File: src/rtl/prince_ti_round_ctrl.sv
// Round sequencer for the 3-share threshold PRINCE datapath: walks load, five forward
// rounds, the two-pass middle layer, five inverse rounds and final whitening.
module prince_ti_round_ctrl #(
  parameter int STAGES = 3
) (
  input  logic       clk,
  input  logic       rst,
  input  logic       start,
  input  logic       rnd_valid,
  output logic       busy,
  output logic       load_en,
  output logic       state_en,
  output logic [1:0] stage_idx,
  output logic [3:0] round_idx,
  output logic       inv_sel,
  output logic       mlayer_en,
  output logic       mid_sel,
  output logic       rnd_req,
  output logic       done
);

  typedef enum logic [2:0] {
    S_IDLE, S_LOAD, S_FWD, S_MID, S_INV, S_FINAL, S_DONE
  } state_t;

  localparam logic [1:0] LAST_STAGE = 2'(STAGES - 1);

  state_t     state_q, state_d;
  logic [1:0] stage_q, stage_d;
  logic [3:0] round_q, round_d;
  logic       pass_q, pass_d;

  logic in_sbox;
  logic last_stage;
  logic stall;

  // Every S-box pass draws fresh masks on its first stage; without them nothing moves.
  assign in_sbox    = (state_q == S_FWD) || (state_q == S_MID) || (state_q == S_INV);
  assign last_stage = (stage_q == LAST_STAGE);
  assign stall      = in_sbox && (stage_q == 2'd0) && !rnd_valid;

  always_ff @(posedge clk) begin
    if (rst) begin
      state_q <= S_IDLE;
      stage_q <= 2'd0;
      round_q <= 4'd0;
      pass_q  <= 1'b0;
    end else begin
      state_q <= state_d;
      stage_q <= stage_d;
      round_q <= round_d;
      pass_q  <= pass_d;
    end
  end

  always_comb begin
    state_d = state_q;
    stage_d = stage_q;
    round_d = round_q;
    pass_d  = pass_q;
    case (state_q)
      S_IDLE: begin
        if (start) begin
          state_d = S_LOAD;
          stage_d = 2'd0;
          round_d = 4'd0;
          pass_d  = 1'b0;
        end
      end
      S_LOAD: begin
        state_d = S_FWD;
        stage_d = 2'd0;
        round_d = 4'd1;
      end
      S_FWD: begin
        if (!stall) begin
          if (last_stage) begin
            stage_d = 2'd0;
            if (round_q == 4'd5) begin
              state_d = S_MID;
              pass_d  = 1'b0;
            end else begin
              round_d = round_q + 4'd1;
            end
          end else begin
            stage_d = stage_q + 2'd1;
          end
        end
      end
      S_MID: begin
        if (!stall) begin
          if (last_stage) begin
            stage_d = 2'd0;
            if (pass_q) begin
              state_d = S_INV;
              round_d = 4'd6;
              pass_d  = 1'b0;
            end else begin
              pass_d = 1'b1;
            end
          end else begin
            stage_d = stage_q + 2'd1;
          end
        end
      end
      S_INV: begin
        if (!stall) begin
          if (last_stage) begin
            stage_d = 2'd0;
            if (round_q == 4'd10) begin
              state_d = S_FINAL;
              round_d = 4'd11;
            end else begin
              round_d = round_q + 4'd1;
            end
          end else begin
            stage_d = stage_q + 2'd1;
          end
        end
      end
      S_FINAL: begin
        state_d = S_DONE;
        round_d = 4'd0;
      end
      S_DONE:  state_d = S_IDLE;
      default: state_d = S_IDLE;
    endcase
  end

  always_comb begin
    busy      = 1'b0;
    load_en   = 1'b0;
    state_en  = 1'b0;
    stage_idx = 2'd0;
    round_idx = 4'd0;
    inv_sel   = 1'b0;
    mlayer_en = 1'b0;
    mid_sel   = 1'b0;
    rnd_req   = 1'b0;
    done      = 1'b0;
    case (state_q)
      S_LOAD: begin
        busy     = 1'b1;
        load_en  = 1'b1;
        state_en = 1'b1;
      end
      S_FWD: begin
        busy      = 1'b1;
        state_en  = !stall;
        stage_idx = stage_q;
        round_idx = round_q;
        mlayer_en = last_stage;
        rnd_req   = (stage_q == 2'd0);
      end
      S_MID: begin
        busy      = 1'b1;
        state_en  = !stall;
        stage_idx = stage_q;
        round_idx = round_q;
        inv_sel   = pass_q;
        mlayer_en = last_stage && !pass_q;
        mid_sel   = last_stage && !pass_q;
        rnd_req   = (stage_q == 2'd0);
      end
      S_INV: begin
        // M^-1 precedes the inverse S-box, so the linear layer sits on stage 0.
        busy      = 1'b1;
        state_en  = !stall;
        stage_idx = stage_q;
        round_idx = round_q;
        inv_sel   = 1'b1;
        mlayer_en = (stage_q == 2'd0);
        rnd_req   = (stage_q == 2'd0);
      end
      S_FINAL: begin
        busy      = 1'b1;
        state_en  = 1'b1;
        round_idx = 4'd11;
      end
      S_DONE:  done = 1'b1;
      default: ;
    endcase
  end

endmodule

File: config.mk
export PLATFORM = sky130hd
export DESIGN_NAME = prince_ti_round_ctrl
export DESIGN_NICKNAME = d
export VERILOG_FILES = /design/src/rtl/prince_ti_round_ctrl.sv
export SDC_FILE = /design/constraint.sdc
export NUM_CORES = 1
export LEC_CHECK = 0
export BUFFER_PORTS_ARGS = -buffer_cell sky130_fd_sc_hd__buf_2
export CAP_MARGIN = 20
export CORE_MARGIN = 1.5
export CORE_UTILIZATION = 60
export CTS_BUF_LIST = sky130_fd_sc_hd__clkbuf_4 sky130_fd_sc_hd__clkbuf_8
export CTS_CLUSTER_DIAMETER = 120
export DETAILED_ROUTE_END_ITERATION = 8
export HOLD_SLACK_MARGIN = 0.03
export MAX_ROUTING_LAYER = met4
export PLACE_DENSITY = 0.86
export SLEW_MARGIN = 20
export SYNTH_ARGS = -nofsm -noshare
export SYNTH_HDL_FRONTEND = slang
export SYNTH_SLANG_ARGS = --single-unit
File: constraint.sdc
create_clock -name clk -period 3.9 [get_ports clk]
set_input_delay 0 -clock clk [delete_from_list [all_inputs] [get_ports clk]]
set_output_delay 0 -clock clk [all_outputs]
set_load 0.05 [all_outputs]
==> results.json <==
{
  "status": "completed",
  "drive_gt1_frac": 0.202,
  "worstHoldEndpoint": "stage_q[0]",
  "cts-root-buf": "clkbuf_4",
  "drt-pass1-iter-count": 4,
  "muxShareOfSynthArea": 0.0128,
  "yosysWarnings": 0,
  "combPwrFrac": 0.460,
  "cts_setup_buffers": 0,
  "period_needed_ps": 2070,
  "synthSimpleGateAreaFrac": 0.354,
  "cp_num_buf_inv": 1,
  "r2r_cells": 4,
  "port_buffers": 17,
  "p_seq_frac": 0.364,
  "cts_max_level": 1,
  "slew_headroom": 0.617,
  "die_w_um": 41.3,
  "cts.sinks": 10,
  "grt_pass1_wl_um": 3430,
  "p_sw_mw": 0.191,
  "fmax_ghz": 0.484,
  "hold_path_class": "input pin to flip-flop",
  "post-place-ws_ps": 2130,
  "gp_congestion": 0.915,
  "clk_pin_slew_ps": 60,
  "ios": 18,
  "final_cell_mix": "buf_2 (17), a21oi_1 (11), dfxtp_1 (10), nor2_1 (9), o21ai_0 (7)",
  "dr_total_vias": 967,
  "tightestPinTransition_ps": 574,
  "synth_area_per_cell_um2": 7.45,
  "worst_slack_ps": 1830,
  "p_total_mw": 0.396,
  "rsz0062_at_grt": "no",
  "die-area_mm2": 0.00170,
  "routed_wl_um": 2340,
  "drcViolationCount": 0,
  "finalCritPeriodShare": 0.530,
  "start_kind": "flip-flop",
  "r2r_end": "round_q[1]",
  "top_layer_used": "met4",
  "setup_tns_ps": 0,
  "power.share.clock": 0.177,
  "drt-met1-wl_um": 933,
  "die_h_um": 41.3,
  "antenna_left": 0,
  "drv_cap": 0,
  "ir_worst_vdd_mv": 0.220,
  "reg2reg_slack_ps": 2070,
  "placeableCoreArea_mm2": 0.00133,
  "antenna_found_initial": 0,
  "async_reset_ff_frac": 0,
  "synth_compound_area_frac": 0.253,
  "path_cells": "nand2b_1, or3_1, a21oi_1, buf_2",
  "dr.first_iter.drc_count": 57,
  "yosys_register_bits": 10,
  "required_ps": 3900,
  "hp-start": "rst",
  "synthXorXnorAreaFrac": 0.0199,
  "swShare": 0.484,
  "intPower_mw": 0.204,
  "synth_adder_area_share": 0.0427,
  "hold_ws_ps": 59.0,
  "cp-end-kind": "primary output",
  "critPathKind": "flip-flop to primary output",
  "viasPerCell": 6.72,
  "start_util": 0.659,
  "synthesis.instances": 118,
  "num_rows": 13,
  "wl_met3_um": 264,
  "cts_buffers": 3,
  "final_common_cell": "buf_2",
  "slew_violations": 0,
  "synth_edf_count": 0,
  "ys_types": 45,
  "grt_max_degree": 20,
  "p_leak_nw": 0.377,
  "wl_met2_um": 1100,
  "hold_viol": 0,
  "cp.arrival_ps": 2070,
  "dp_hpwl_um": 1670,
  "postCtsHoldBufs": 1,
  "reg2reg_from": "state_q[2]",
  "setup_violations": 0,
  "cts_tree": "built",
  "fin_cells": 144,
  "synth_top_family_by_area": "simple AND/OR/NAND/NOR gates",
  "post_cts_resized": 0,
  "nFillCells": 117,
  "p_per_area_mw_per_mm2": 414,
  "clock_latency_ps": 260,
  "yosysSeqAreaShare": 0.228,
  "nNetsFinal": 138,
  "gr-usage-all-layers": 0.320,
  "crit_path_max_incr_delay_ps": 680,
  "antenna_cells": 0,
  "wl_per_cell_um": 16.3,
  "finClkSkew_ps": 3.35,
  "synth.net_count": 125,
  "crit_family": "simple AND/OR/NAND/NOR gates",
  "cts_buffer_depth": 2,
  "placed_cells": 140,
  "crit_slowest_cell": "dfxtp_1",
  "synth_area_um2": 880,
  "ys.flop_type": "dfxtp_1",
  "grt_pass1_vias": 754,
  "path_max_fanout": 19,
  "areaGrowthSynthToFinish_pct": 8.68,
  "overflow": 0,
  "min_path_cells": 2
}
## power by group through the flow
stage | Sequential [mW] | Combinational [mW] | Clock [mW]
2_1_floorplan | 0.122 | 0.170 | 0
3_3_place_gp | 0.143 | 0.174 | 0
3_5_place_dp | 0.144 | 0.178 | 0
4_1_cts | 0.142 | 0.179 | 0.0687
5_1_grt | 0.146 | 0.194 | 0.0751
6_report | 0.144 | 0.182 | 0.0698
## final cells by class
cell class | instances | area, um^2 | area share
inverters | 5 | 18.8 | 0.0196
flip-flops and latches | 10 | 200 | 0.209
clock buffers | 3 | 22.5 | 0.0236
well taps | 15 | 18.8 | 0.0196
repair buffers | 18 | 95.1 | 0.0995
multi-input cells | 93 | 601 | 0.628
## worst register-to-register path, cell delays in order (launching register included)
cell	delay, ps
dfxtp_1	680
nand2b_1	320
o221ai_1	430
o22ai_1	180
a21oi_1	150
## metal layers
metal	vias up	global-route usage
met3	8	0.0798
met2	68	0.516
met5	-	-
met4	0	0.105
met1	435	0.392
li1	456	-
## synth_stat cells (3+ instances only)
cell type	n	area [um^2]
nor2b_1	4	25.0
nand3_1	4	20.0
ha_1	3	37.5
dfxtp_1	10	200
nand2b_1	5	31.3
o21ai_0	7	35.0
a211oi_1	3	22.5
o22ai_1	3	18.8
nand2_1	5	18.8
inv_1	4	15.0
nor3_1	6	30.0
nor2_1	9	33.8
clkbuf_1	4	15.0
a21oi_1	11	55.1
or3_1	3	18.8
## flip-flops by register name (all words and copies together) (netlist names)
name	flops
pass_q	1
round_q	4
stage_q	2
state_q	3
## stage by stage
step           cell area [um^2]   util
2_1_floorplan               880      -
3_3_place_gp                923  0.692
3_5_place_dp                923  0.692
4_1_cts                     956  0.717
5_1_grt                     956  0.717
6_report                    956  0.717
## cell families after synthesis
| group | after synthesis |
|---|---|
| and+or+nand+nor | 52 |
| AOI/OAI and AO/OA | 35 |
| xor gates and xnor gates | 2 |
| buffers and inverters | 15 |
| muxes | 1 |
| DFF | 10 |
| adders and majority gates | 3 |
## worst max path at each step
stage | from | to | slack (ps) | cells past startpoint
floorplan | state_q[2] | rnd_req | 1910 | 5
detailed placement | state_q[2] | round_q[3] | 2130 | 4
finish | state_q[2] | mlayer_en | 1830 | 4
global route | state_q[2] | mlayer_en | 1660 | 4
global placement | state_q[2] | round_q[3] | 2160 | 4
CTS | state_q[2] | mlayer_en | 1860 | 4
No activity file was read; power rests on OpenSTA's default activity.
